### config.mk
export PLATFORM = sky130hd
export DESIGN_NAME = stream_packer_flush_flat
export DESIGN_NICKNAME = d
export VERILOG_FILES = /design/src/rtl/stream_packer_flush_if.sv /design/src/rtl/stream_packer_flush.sv /design/src/flat_wrapper.sv
export SDC_FILE = /design/constraint.sdc
export NUM_CORES = 1
export LEC_CHECK = 0
export CAP_MARGIN = 20
export CELL_PAD_IN_SITES_DETAIL_PLACEMENT = 1
export CELL_PAD_IN_SITES_GLOBAL_PLACEMENT = 1
export CORE_MARGIN = 4
export CORE_UTILIZATION = 50
export CTS_BUF_LIST = sky130_fd_sc_hd__clkbuf_8
export DETAILED_ROUTE_END_ITERATION = 12
export PLACE_DENSITY_LB_ADDON = 0.08
export SETUP_SLACK_MARGIN = 0.4
export SLEW_MARGIN = 20
export SYNTH_ARGS = -nofsm -noshare
export SYNTH_HDL_FRONTEND = slang
export SYNTH_SLANG_ARGS = --single-unit
### constraint.sdc
create_clock -name clk -period 5.6 [get_ports clk]
set_input_delay 1.4 -clock clk [delete_from_list [all_inputs] [get_ports clk]]
set_output_delay 1.4 -clock clk [all_outputs]
set_load 0.05 [all_outputs]
### src/rtl/stream_packer_flush_if.sv
// stream_packer_flush_if: beat input, flush controls and FIFO output bus of the packer.
// Ports (signals):
//   valid_in/data_in       beat strobe and data from the LVDS deserialiser
//   flush_en/flush_req     idle-timeout flush enable, immediate partial flush request
//   out_valid/out_ready    ready/valid handshake of the FIFO head
//   data_out/keep_out      head word and its lane-valid mask
//   fifo_level             words queued
//   overflow/drop_cnt      sticky drop flag and saturating drop count
// Modports: master drives beats and consumes words; slave is the packer.
interface stream_packer_flush_if #(
    parameter int LVDS_LEN   = 8,
    parameter int DATA_LEN   = 32,
    parameter int FIFO_DEPTH = 4
);
    localparam int R = DATA_LEN / LVDS_LEN;

    logic                          valid_in;
    logic [LVDS_LEN-1:0]           data_in;
    logic                          flush_en;
    logic                          flush_req;
    logic                          out_valid;
    logic                          out_ready;
    logic [DATA_LEN-1:0]           data_out;
    logic [R-1:0]                  keep_out;
    logic [$clog2(FIFO_DEPTH):0]   fifo_level;
    logic                          overflow;
    logic [15:0]                   drop_cnt;

    modport master (
        output valid_in, data_in, flush_en, flush_req, out_ready,
        input  out_valid, data_out, keep_out, fifo_level, overflow, drop_cnt
    );

    modport slave (
        input  valid_in, data_in, flush_en, flush_req, out_ready,
        output out_valid, data_out, keep_out, fifo_level, overflow, drop_cnt
    );
endinterface

### src/rtl/stream_packer_flush.sv
// stream_packer_flush: packs LVDS beats into words (lane 0 first) with timeout/forced partial flush and a ready/valid output FIFO.
// Ports:
//   clk    receiver clock
//   rst_n  synchronous reset, active low
//   bus    stream_packer_flush_if.slave: beat input, flush controls, FIFO head and overflow accounting
module stream_packer_flush #(
    parameter int LVDS_LEN      = 8,
    parameter int DATA_LEN      = 32,
    parameter int FLUSH_TIMEOUT = 16,
    parameter int FIFO_DEPTH    = 4
) (
    input logic                    clk,
    input logic                    rst_n,
    stream_packer_flush_if.slave   bus
);
    localparam int R  = DATA_LEN / LVDS_LEN;
    localparam int CW = $clog2(R + 1);
    localparam int AW = $clog2(FIFO_DEPTH);
    localparam int LW = AW + 1;
    localparam int EW = DATA_LEN + R;

    typedef enum logic {EMPTY, FILL} state_t;

    state_t              state_q, state_d;
    logic [CW-1:0]       lane_q, lane_d, lane_n;
    logic [15:0]         idle_q, idle_d, idle_inc;
    logic [DATA_LEN-1:0] asm_q, asm_d, asm_w;
    logic [R-1:0]        keep_w;
    logic                push, timeout;

    // One-word stage between packer and FIFO: a push at edge N lands in the FIFO at N+1.
    logic                pkt_vld_q;
    logic [EW-1:0]       pkt_q;

    logic [EW-1:0]       mem_q [FIFO_DEPTH];
    logic [AW-1:0]       wr_q, rd_q;
    logic [LW-1:0]       level_q, level_d;
    logic                overflow_q;
    logic [15:0]         drop_q, drop_d;
    logic                pop, accept, drop;

    always_comb begin
        asm_w = asm_q;
        for (int i = 0; i < R; i++) begin
            if (bus.valid_in && lane_q == CW'(i)) asm_w[i*LVDS_LEN +: LVDS_LEN] = bus.data_in;
        end
        lane_n = lane_q + CW'(bus.valid_in);
        for (int i = 0; i < R; i++) keep_w[i] = CW'(i) < lane_n;
        idle_inc = (idle_q == 16'hFFFF) ? idle_q : idle_q + 16'd1;
        // Timeout only in idle cycles; >= lets a late flush_en catch an already-expired count.
        timeout = state_q == FILL && !bus.valid_in && bus.flush_en && idle_inc >= 16'(FLUSH_TIMEOUT);
        // lane_n == 0 means nothing is assembled, so an empty word is never pushed.
        push = lane_n == CW'(R) || (bus.flush_req && lane_n != '0) || timeout;
        state_d = (push || lane_n == '0) ? EMPTY : FILL;
        lane_d = push ? '0 : lane_n;
        asm_d = push ? '0 : asm_w;
        idle_d = (push || bus.valid_in || state_q == EMPTY) ? '0 : idle_inc;
    end

    always_comb begin
        pop = level_q != '0 && bus.out_ready;
        // A full FIFO still takes the word if the head leaves in the same cycle.
        accept = pkt_vld_q && (level_q != LW'(FIFO_DEPTH) || pop);
        drop = pkt_vld_q && !accept;
        level_d = level_q + LW'(accept) - LW'(pop);
        drop_d = (drop && drop_q != 16'hFFFF) ? drop_q + 16'd1 : drop_q;
    end

    always_ff @(posedge clk) begin
        if (!rst_n) begin
            state_q    <= EMPTY;
            lane_q     <= '0;
            idle_q     <= '0;
            asm_q      <= '0;
            pkt_vld_q  <= 1'b0;
            pkt_q      <= '0;
            wr_q       <= '0;
            rd_q       <= '0;
            level_q    <= '0;
            overflow_q <= 1'b0;
            drop_q     <= '0;
        end else begin
            state_q    <= state_d;
            lane_q     <= lane_d;
            idle_q     <= idle_d;
            asm_q      <= asm_d;
            pkt_vld_q  <= push;
            pkt_q      <= {keep_w, asm_w};
            wr_q       <= wr_q + AW'(accept);
            rd_q       <= rd_q + AW'(pop);
            level_q    <= level_d;
            overflow_q <= overflow_q | drop;
            drop_q     <= drop_d;
        end
    end

    always_ff @(posedge clk) begin
        if (accept) mem_q[wr_q] <= pkt_q;
    end

    assign bus.out_valid                = level_q != '0;
    assign {bus.keep_out, bus.data_out} = bus.out_valid ? mem_q[rd_q] : '0;
    assign bus.fifo_level               = level_q;
    assign bus.overflow                 = overflow_q;
    assign bus.drop_cnt                 = drop_q;
endmodule

### src/flat_wrapper.sv
// flat-port wrapper written by rule: the top's interface ports become plain ports
module stream_packer_flush_flat 
#(
    parameter int LVDS_LEN      = 8,
    parameter int DATA_LEN      = 32,
    parameter int FLUSH_TIMEOUT = 16,
    parameter int FIFO_DEPTH    = 4
)
  (clk, rst_n, bus_valid_in, bus_data_in, bus_flush_en, bus_flush_req, bus_out_ready, bus_out_valid, bus_data_out, bus_keep_out, bus_fifo_level, bus_overflow, bus_drop_cnt);
  stream_packer_flush_if #(.LVDS_LEN(LVDS_LEN), .DATA_LEN(DATA_LEN), .FIFO_DEPTH(FIFO_DEPTH)) bus_i ();
  input logic clk;
  input logic rst_n;
  input wire logic [$bits(bus_i.valid_in)-1:0] bus_valid_in;
  input wire logic [$bits(bus_i.data_in)-1:0] bus_data_in;
  input wire logic [$bits(bus_i.flush_en)-1:0] bus_flush_en;
  input wire logic [$bits(bus_i.flush_req)-1:0] bus_flush_req;
  input wire logic [$bits(bus_i.out_ready)-1:0] bus_out_ready;
  output wire logic [$bits(bus_i.out_valid)-1:0] bus_out_valid;
  output wire logic [$bits(bus_i.data_out)-1:0] bus_data_out;
  output wire logic [$bits(bus_i.keep_out)-1:0] bus_keep_out;
  output wire logic [$bits(bus_i.fifo_level)-1:0] bus_fifo_level;
  output wire logic [$bits(bus_i.overflow)-1:0] bus_overflow;
  output wire logic [$bits(bus_i.drop_cnt)-1:0] bus_drop_cnt;
  assign bus_i.valid_in = bus_valid_in;
  assign bus_i.data_in = bus_data_in;
  assign bus_i.flush_en = bus_flush_en;
  assign bus_i.flush_req = bus_flush_req;
  assign bus_i.out_ready = bus_out_ready;
  assign bus_out_valid = bus_i.out_valid;
  assign bus_data_out = bus_i.data_out;
  assign bus_keep_out = bus_i.keep_out;
  assign bus_fifo_level = bus_i.fifo_level;
  assign bus_overflow = bus_i.overflow;
  assign bus_drop_cnt = bus_i.drop_cnt;
  stream_packer_flush #(.LVDS_LEN(LVDS_LEN), .DATA_LEN(DATA_LEN), .FLUSH_TIMEOUT(FLUSH_TIMEOUT), .FIFO_DEPTH(FIFO_DEPTH)) u_core (.clk(clk), .rst_n(rst_n), .bus(bus_i));
endmodule
==> flow_summary.json, run 1 <==
{
  "worst_slew_pin_slew_ns": 1.058,
  "maxCapViolCount": 0,
  "grt_max_degree": 39,
  "ys_seq_elements": 257,
  "wl_per_cell_um": 19.83,
  "post-synth-top-area-cell": "edfxtp_1",
  "r2r-start": "u_core.idle_q[0]",
  "cts_buffer_depth": 3,
  "ys_seq_area_frac": 0.6668,
  "wirelength_um": 22430,
  "finalSetupTns_ns": 0,
  "post-route-min-period_ns": 4.629,
  "synth_edf_count": 144,
  "clk_latency_ns": 0.55,
  "dr.pass1.iters": 4,
  "max_freq_mhz": 216.0,
  "syn-num-nets": 762,
  "overflow": 0,
  "critPathKind": "reg -> out",
  "rr_endpoint": "u_core.asm_q[13]",
  "initial_core_util": 0.5076,
  "ys_async_sr_fraction": 0,
  "die_area_mm2": 0.02207,
  "drtAntennaViolNets": 0,
  "finalHoldViolCount": 0,
  "setup_viol": 0,
  "die_h_um": 148.6,
  "cts_tree": "done",
  "drv_slew": 0,
  "cts_hold_buffers": 0,
  "core_mm2": 0.01946,
  "cts_root_buf": "clkbuf_8",
  "yosys.area.top_type_share": 0.4377,
  "rows": 51,
  "yosysMostFrequentCell": "edfxtp_1",
  "power_density_mw_per_mm2": 453.8,
  "area_delta_synth_final_pct": 19.23,
  "synth_common_cells": "144 x edfxtp_1, 113 x dfxtp_1, 97 x nand2_1",
  "clkTransAtPathRegs_ns": 0.06,
  "critPathMaxStageDelay_ns": 0.87,
  "cp.required_ns": 4.20,
  "synth_cell_types": 51,
  "ys.flop_type": "edfxtp_1",
  "grt_pass1_wl_um": 36330,
  "path_max_fanout": 22,
  "syn_inst": 739,
  "ys_warn_count": 0,
  "grt_pass1_vias": 6723,
  "worst_r2r_path_depth": 7,
  "drc": 0,
  "port_buffers": 70,
  "ir_worst_vdd_mv": 0.2356,
  "cp.arrival_ns": 3.23,
  "cts_sinks": 257,
  "die_w_um": 148.6,
  "hold_class": "reg -> reg",
  "cp_slowest_cell": "dfxtp_2",
  "period_share": 0.8265,
  "drive_above_1_share": 0.1594,
  "numCtsBuffers": 42,
  "post_cts_resized": 0,
  "diodes": 0,
  "cp-start-kind": "flop",
  "rrSetupSlack_ns": 2.32,
  "maxSlewHeadroom": 0.2950,
  "rsz0062_at_grt": "false",
  "hpwl_um": 14160,
  "hold_end": "u_core.pkt_q[6]",
  "end_kind": "primary output",
  "nNetsFinal": 855,
  "crit_chain": "buf_4 > mux4_2 > nor2b_1 > clkdlybuf4s50_1",
  "routabilityCongestion": 0.8092,
  "htreeDepth": 2,
  "track_usage": 0.2098,
  "drtIter0Drc": 346,
  "hold_start": "u_core.asm_q[6]",
  "clock_skew_ns": 0.02010,
  "ios": 71,
  "vias_per_cell": 5.454,
  "synthTopCellsByArea": "edfxtp_1 44%, dfxtp_1 23%, mux4_2 8.2%, nand2_1 3.7%, nor2_1 2.4%",
  "syn_avg_cell_area_um2": 13.37,
  "fin_util": 0.6051,
  "leakage_uw": 0.003989,
  "postCtsSetupBuffers": 0,
  "synthesis.area_mm2": 0.009878,
  "vias": 6168,
  "outcome": "completed",
  "holdPathStages": 2,
  "antenna_found_initial": 0
}
-- registers in the layout (all words and copies together) (netlist names) --
name	flops
u_core.bus.overflow	1
u_core.asm_q	32
u_core.wr_q	2
u_core.pkt_vld_q	1
u_core.bus.drop_cnt	16
u_core.mem_q	144
u_core.bus.fifo_level	3
u_core.pkt_q	36
u_core.idle_q	16
u_core.lane_q	3
u_core.rd_q	2
u_core.state_q	1
-- worst max path at each step --
stage	from	slack [ns]	to	cells after the start
finish	u_core.rd_q[0]	0.97	bus_data_out[24]	4
global route	u_core.rd_q[0]	0.77	bus_data_out[31]	4
CTS	u_core.rd_q[0]	0.88	bus_data_out[31]	4
detailed placement	bus_valid_in	1.09	u_core.idle_q[6]	8
global placement	bus_valid_in	1.25	u_core.idle_q[6]	8
floorplan	bus_out_ready	0.77	u_core.mem_q[2][0]	3
-- power by group --
| group | internal, µW | switching, µW |
|---|---|---|
| logic | 570 | 991 |
| clock network | 904 | 752 |
| registers | 2050 | 76.9 |
| total | 3530 | 1820 |
-- worst max-delay path, delay by kind of cell, from the launching register on --
family | cells | cell delay (ns)
buffers and inverters | 2 | 1.11
DFF | 1 | 0.87
muxes | 1 | 0.55
and+or+nand+nor | 1 | 0.16
-- cell families after synthesis --
logic type / Yosys count / synth area share
AND/OR/NAND/NOR: 294 / 0.1483
flip-flops: 257 / 0.6668
AO/OA/AOI/OAI: 61 / 0.03863
multiplexers: 48 / 0.09424
buffers and inverters: 47 / 0.01951
XOR/XNOR: 23 / 0.02039
adder cells (fa/ha/maj): 9 / 0.01216
-- metrics by stage --
step	instance area [µm²]	hold WS, ns	cells	worst slack, ns	total power [µW]
2_1_floorplan	9878	0.4383	739	0.7667	3232
3_5_place_dp	10900	0.4612	1053	1.087	3754
3_3_place_gp	10900	0.4505	1053	1.249	3710
4_1_cts	11780	0.4391	1131	0.8776	5427
6_report	11780	0.4510	1131	0.9714	5345
5_1_grt	11780	0.4750	1131	0.7666	5582
-- routing by layer --
metal	wire (µm)	part of all wire	track usage	up-vias
met3	821	0.037	0.03961	38
met5	0	0	0	-
met2	11630	0.52	0.3749	122
met1	9506	0.42	0.2583	3130
li1	-	-	-	2878
met4	472	0.021	0.06651	0
-- cell type report --
| cell class | instances | area, µm² |
|---|---|---|
| multi-input cells | 435 | 3134 |
| repair buffers | 84 | 805.8 |
| flip-flops and latches | 257 | 6588 |
| fillers | 1922 | 7685 |
| well taps | 265 | 331.6 |
| inverters | 12 | 45.04 |
| clock buffers | 49 | 674.4 |
| clock inverters | 29 | 198.9 |
-- placed cells by master (no fill, tap or decap), types with 5 or more instances in the layout --
master,count
buf_4,14
nor3_1,21
xnor2_1,12
nor4_1,9
and2_1,9
clkinv_1,5
clkbuf_8,49
dfxtp_1,112
and3_1,8
clkdlybuf4s50_1,70
nor2b_1,38
nand2_1,97
or3_1,7
inv_1,15
nor2_1,63
a21oi_1,32
o21ai_0,10
xor2_1,11
clkinv_2,14
mux4_2,36
ha_1,8
nand3_1,7
nand4_1,7
edfxtp_1,144
mux2i_1,12
(Power assumes the default switching activity.)
==> run 2, diff against run 1 <==
--- a/config.mk
+++ b/config.mk
@@ -9,7 +9,7 @@
 export CELL_PAD_IN_SITES_DETAIL_PLACEMENT = 1
 export CELL_PAD_IN_SITES_GLOBAL_PLACEMENT = 1
 export CORE_MARGIN = 4
-export CORE_UTILIZATION = 50
+export CORE_UTILIZATION = 45
 export CTS_BUF_LIST = sky130_fd_sc_hd__clkbuf_8
 export DETAILED_ROUTE_END_ITERATION = 12
 export PLACE_DENSITY_LB_ADDON = 0.08
==> constraint.sdc (replaced) <==
create_clock -name clk -period 3.8 [get_ports clk]
set_input_delay 0.95 -clock clk [delete_from_list [all_inputs] [get_ports clk]]
set_output_delay 0.95 -clock clk [all_outputs]
set_load 0.05 [all_outputs]
==> run 2 against run 1 <==
  * Setup slack lost 0.45 ns
  * Largest cell class unchanged
  * Sequential power grew 46%
  * Via count shrank 0.97%
  * Non-clock buffer count grew 8
  * Critical endpoint is now u_core.asm_q[12]
  * Register-to-register slack lost 1.4 ns
  * Sequential cell count is the same
==> flow_summary.json, run 2 (synthesis results as in run 1) <==
{
  "outcome": "completed",
  "grt_pass1_wl_um": 36200,
  "drtIter0Drc": 257,
  "wl_per_cell_um": 19.46,
  "clkTransAtPathRegs_ns": 0.06,
  "track_usage": 0.1890,
  "initial_core_util": 0.4641,
  "cp_slowest_cell": "clkdlybuf4s50_1",
  "power_density_mw_per_mm2": 651.6,
  "setup_viol": 0,
  "clock_skew_ns": 0.02300,
  "post-route-min-period_ns": 3.276,
  "largest-register": "u_core.mem_q",
  "port_buffers": 70,
  "hpwl_um": 14200,
  "diodes": 0,
  "cts_hold_buffers": 0,
  "leakage_uw": 0.004121,
  "vias_per_cell": 5.307,
  "dr.pass1.iters": 4,
  "worst_slew_pin_slew_ns": 0.9643,
  "final_common_cell": "edfxtp_1",
  "end_kind": "flop",
  "ir_worst_vdd_mv": 0.3641,
  "nFillCells": 2121,
  "cpMostUsedCell": "ha_1",
  "postCtsSetupBuffers": 0,
  "core_mm2": 0.02129,
  "cp.required_ns": 4.22,
  "final_cell_mix": "144 x edfxtp_1, 112 x dfxtp_1, 97 x nand2_1, 63 x nor2_1, 54 x buf_4",
  "rsz0062_at_grt": "false",
  "cts_tree": "done",
  "routabilityCongestion": 0.8177,
  "path_max_fanout": 25,
  "p_int_uw": 5037,
  "die_area_mm2": 0.02439,
  "die_w_um": 156.2,
  "cts_buffer_depth": 3,
  "ios": 71,
  "cts_sinks": 257,
  "vias": 6108,
  "rows": 53,
  "wl_met3_um": 881,
  "cp_top_family": "buffers and inverters",
  "maxCapViolCount": 0,
  "critPathKind": "in -> reg",
  "worst-path-buf-inv": 3,
  "crit_chain": "clkdlybuf4s50_1 > ha_1 > ha_1 > xor2_1 > or3_1 > o21ai_1 > buf_4 > clkinv_1 > nor4_1",
  "nNetsFinal": 864,
  "reg.largest.list": "u_core.mem_q (144), u_core.pkt_q (36), u_core.asm_q (32)",
  "clk_latency_ns": 0.54,
  "antenna_found_initial": 0,
  "period_share": 0.8620,
  "wl_met2_um": 11480,
  "grt_pass1_vias": 6727,
  "maxSlewHeadroom": 0.3522,
  "wirelength_um": 22390,
  "critPathMaxStageDelay_ns": 0.52,
  "switchingPower_uw": 2625,
  "drc": 0,
  "wl_met1_um": 9605,
  "cp.arrival_ns": 3.70,
  "finalHoldViolCount": 0,
  "finalSetupTns_ns": 0,
  "whs_ns": 0.4555,
  "drv_slew": 0,
  "overflow": 0,
  "drtAntennaViolNets": 0,
  "comb_power_share": 0.294,
  "cp-start-kind": "input pin",
  "drive_above_1_share": 0.1906,
  "grt_max_degree": 44,
  "top_layer": "met4",
  "swShare": 0.3426,
  "numCtsBuffers": 43,
  "hold_class": "reg -> reg",
  "largest_reg_flops": 144,
  "area_delta_synth_final_pct": 19.04,
  "die_h_um": 156.2,
  "max_freq_mhz": 305.3,
  "htreeDepth": 2,
  "p_clk_frac": 0.299,
  "seq_power_share": 0.407,
  "cts_root_buf": "clkbuf_8"
}
==> run 2: routing by layer <==
metal | up-vias | track usage
met2 | 105 | 0.3352
met5 | - | 0
met4 | 0 | 0.05207
li1 | 2898 | -
met1 | 3071 | 0.2357
met3 | 34 | 0.03911
==> run 2: power by group through the flow <==
stage / Sequential [µW] / Combinational (µW) / Clock [µW]
after floorplan: 3170 / 1590 / 0
after global placement: 3160 / 2280 / 0
after detailed placement: 3180 / 2300 / 0
after CTS: 3120 / 2300 / 2370
after global routing: 3130 / 2380 / 2520
final: 3120 / 2260 / 2290
==> run 2: worst paths after layout <==
kind	from	to	slack (ns)	depth (start not counted)
setup / recovery	bus_valid_in	u_core.asm_q[12]	0.52	9
hold / removal	u_core.pkt_q[6]	u_core.mem_q[2][6]	0.46	0
setup reg to reg	u_core.idle_q[0]	u_core.idle_q[14]	0.93	9
hold reg to reg	u_core.pkt_q[6]	u_core.mem_q[2][6]	0.46	0
==> run 2: layout make-up <==
type,count,area [µm²],area share
repair buffers,92,817.0,0.06948
clock inverters,32,161.4,0.01373
inverters,12,45.04,0.003831
flip-flops and latches,257,6590,0.5604
clock buffers,48,660.6,0.05618
well taps,275,344.1,0.02926
multi-input cells,435,3141,0.2671
==> run 2: repair_timing <==
| action | in CTS | in global routing |
|---|---|---|
| setup endpoints to repair | 16 | 1 |
| gates resized for setup | 1 | 1 |
| endpoints found under the hold margin | 0 | 0 |
==> run 2: through the flow <==
| stage | cell area [µm²] | cells | total power, µW | setup WS [ns] | util |
|---|---|---|---|---|---|
| 2_1_floorplan | 9888 | 739 | 4763 | 0.4410 | - |
| 4_1_cts | 11760 | 1151 | 7790 | 0.4483 | 0.5522 |
| 3_3_place_gp | 10930 | 1071 | 5446 | 0.2870 | 0.5135 |
| 6_report | 11760 | 1151 | 7662 | 0.5242 | 0.5524 |
| 5_1_grt | 11760 | 1151 | 8028 | 0.4457 | 0.5524 |
| 3_5_place_dp | 10930 | 1071 | 5472 | 0.05564 | 0.5135 |
==> run 3, diff against run 2 <==
--- a/config.mk
+++ b/config.mk
@@ -8,11 +8,12 @@
 export CAP_MARGIN = 20
 export CELL_PAD_IN_SITES_DETAIL_PLACEMENT = 1
 export CELL_PAD_IN_SITES_GLOBAL_PLACEMENT = 1
+export CORE_ASPECT_RATIO = 0.75
 export CORE_MARGIN = 4
 export CORE_UTILIZATION = 45
 export CTS_BUF_LIST = sky130_fd_sc_hd__clkbuf_8
 export DETAILED_ROUTE_END_ITERATION = 12
-export PLACE_DENSITY_LB_ADDON = 0.08
+export PLACE_DENSITY = 0.87
 export SETUP_SLACK_MARGIN = 0.4
 export SLEW_MARGIN = 20
 export SYNTH_ARGS = -nofsm -noshare
==> run 3 against run 2 <==
  * Routed wire length grew 5.7%
  * Cell count grew 0.52%
  * Critical endpoint is now bus_data_out[27]
  * Clock-buffer cell count shrank 3
  * Clock power shrank 7%
  * Final area is essentially flat
  * Register-to-register slack gained 0.06 ns
  * Non-clock buffer count shrank 1
  * Clock skew shrank 0.0086 ns
  * Core utilization shrank 0.17 points
  * Worst hold slack gained 0.028 ns
==> flow_summary.json, run 3 (synthesis results as in run 1) <==
{
  "dr.pass1.iters": 4,
  "cp_num_cells": 4,
  "antenna_found_initial": 1,
  "vias_per_cell": 5.402,
  "place_ws_ns": 0.1604,
  "power_density_mw_per_mm2": 638.0,
  "nFillCells": 2157,
  "clk_latency_ns": 0.53,
  "reg.largest.list": "u_core.mem_q (144), u_core.pkt_q (36), u_core.asm_q (32)",
  "wirelength_um": 23670,
  "drtAntennaViolNets": 0,
  "drtIter0Drc": 461,
  "drv_slew": 0,
  "clock_skew_ns": 0.01442,
  "largest_reg_flops": 144,
  "cts_hold_buffers": 0,
  "rrSetupSlack_ns": 0.99,
  "crit_chain": "clkbuf_16 > mux4_2 > nor2b_1 > dlygate4sd2_1",
  "cts_buffer_depth": 3,
  "rows": 46,
  "port_buffers": 70,
  "grt_pass1_vias": 6946,
  "clkTransAtPathRegs_ns": 0.07,
  "nNetsFinal": 860,
  "maxSlewHeadroom": 0.3127,
  "ir_worst_vdd_mv": 0.3508,
  "grt_pass1_wl_um": 38120,
  "crit_start": "u_core.rd_q[0]",
  "hold_class": "reg -> reg",
  "critPathCapture": "bus_data_out[27]",
  "instances_no_fill": 1157,
  "cts_tree": "done",
  "overflow": 0,
  "hpwl_um": 15090,
  "drc": 0,
  "drive_above_1_share": 0.1473,
  "die_area_mm2": 0.02441,
  "worst_slew_pin_slew_ns": 1.023,
  "cp_slowest_cell": "mux4_2",
  "die_h_um": 136.3,
  "numCtsBuffers": 40,
  "critPathKind": "reg -> out",
  "maxCapViolCount": 0,
  "post-route-min-period_ns": 3.281,
  "dp_cells": 1081,
  "track_usage": 0.1995,
  "htreeDepth": 2,
  "cp_top_family": "buffers and inverters",
  "cp.arrival_ns": 2.33,
  "ios": 71,
  "diodes": 0,
  "worst_r2r_path_depth": 7,
  "path_max_fanout": 18,
  "outcome": "completed",
  "final_common_cell": "edfxtp_1",
  "multi_input_area_mm2": 0.003152,
  "hold_start": "u_core.pkt_q[27]",
  "finalHoldViolCount": 0,
  "leakage_uw": 0.004136,
  "grt_max_degree": 49,
  "core_mm2": 0.02135,
  "final_cell_mix": "144 x edfxtp_1, 112 x dfxtp_1, 97 x nand2_1, 63 x nor2_1, 45 x clkbuf_8",
  "critPathMaxStageDelay_ns": 0.50,
  "largest-register": "u_core.mem_q",
  "wl_per_cell_um": 20.45,
  "worst-path-buf-inv": 2,
  "rsz0062_at_grt": "false",
  "cp-start-kind": "flop",
  "fin_util": 0.5507,
  "max_freq_mhz": 304.8,
  "initial_core_util": 0.4626,
  "cp.required_ns": 2.85,
  "r2r-start": "u_core.idle_q[2]",
  "cts_root_buf": "clkbuf_8",
  "end_kind": "primary output",
  "setup_viol": 0,
  "period_share": 0.8633,
  "routabilityCongestion": 0.8090,
  "area_delta_synth_final_pct": 19.05,
  "die_w_um": 179.1,
  "rr_endpoint": "u_core.asm_q[14]",
  "cts_sinks": 257,
  "vias": 6250,
  "finalSetupTns_ns": 0,
  "regArea_mm2": 0.006588,
  "worst_slack_ns": 0.5194
}
[run 3: cell types whose count changed in the layout (fill, tap and decap cells not counted), sizes merged]
cell,delta
buf,-38
clkbuf,-2
clkinv,-2
inv,-2
clkinvlp,+2
bufinv,-1
dlygate4sd2,+36
[run 3: how the worst min path moves through the flow]
stage / slack, ns / cells past startpoint / endpoint
2_1_floorplan: 0.44 / 0 / u_core.mem_q[0][0]
3_3_place_gp: 0.45 / 2 / u_core.pkt_q[16]
3_5_place_dp: 0.46 / 0 / u_core.mem_q[1][22]
4_1_cts: 0.48 / 0 / u_core.mem_q[3][27]
5_1_grt: 0.51 / 0 / u_core.mem_q[2][3]
6_report: 0.48 / 0 / u_core.mem_q[2][27]
[run 3: metal layers]
metal  wire (µm)  vias to the layer above  GRT usage
li1            -                     2883          -
met1       10400                     3192     0.2697
met2       11670                      138     0.3347
met3        1224                       35    0.03892
met4         345                        2    0.04985
met5          20                        -          0
[run 3: power by group]
group          switching (µW)  leakage [µW]  internal [µW]  total, µW
clock                    1050      0.000451           1090       2140
sequential               73.1       0.00226           3020       3100
combinational            1530       0.00142            736       2270
[run 3: what timing repair did]
action	in CTS	in global routing
hold endpoints to repair	0	0
gates cloned	0	1
resized for setup	37	2
setup buffers	0	0
endpoints found under the setup margin	36	12
[run 3: metrics by stage]
step,total power [µW],hold slack (ns),area (µm²)
5_1_grt,7858,0.5098,11760
3_3_place_gp,5517,0.4519,10990
4_1_cts,7560,0.4821,11700
2_1_floorplan,4763,0.4383,9888
6_report,7503,0.4833,11760
3_5_place_dp,5566,0.4647,10990
[run 3: final cells by class]
cell class,instances,area share
Clock buffer,45,0.05267
Clock inverter,29,0.01032
Inverter,12,0.004149
Multi-Input combinational cell,435,0.2680
Sequential cell,257,0.5602
Tap cell,288,0.03064
Timing Repair Buffer,91,0.07405
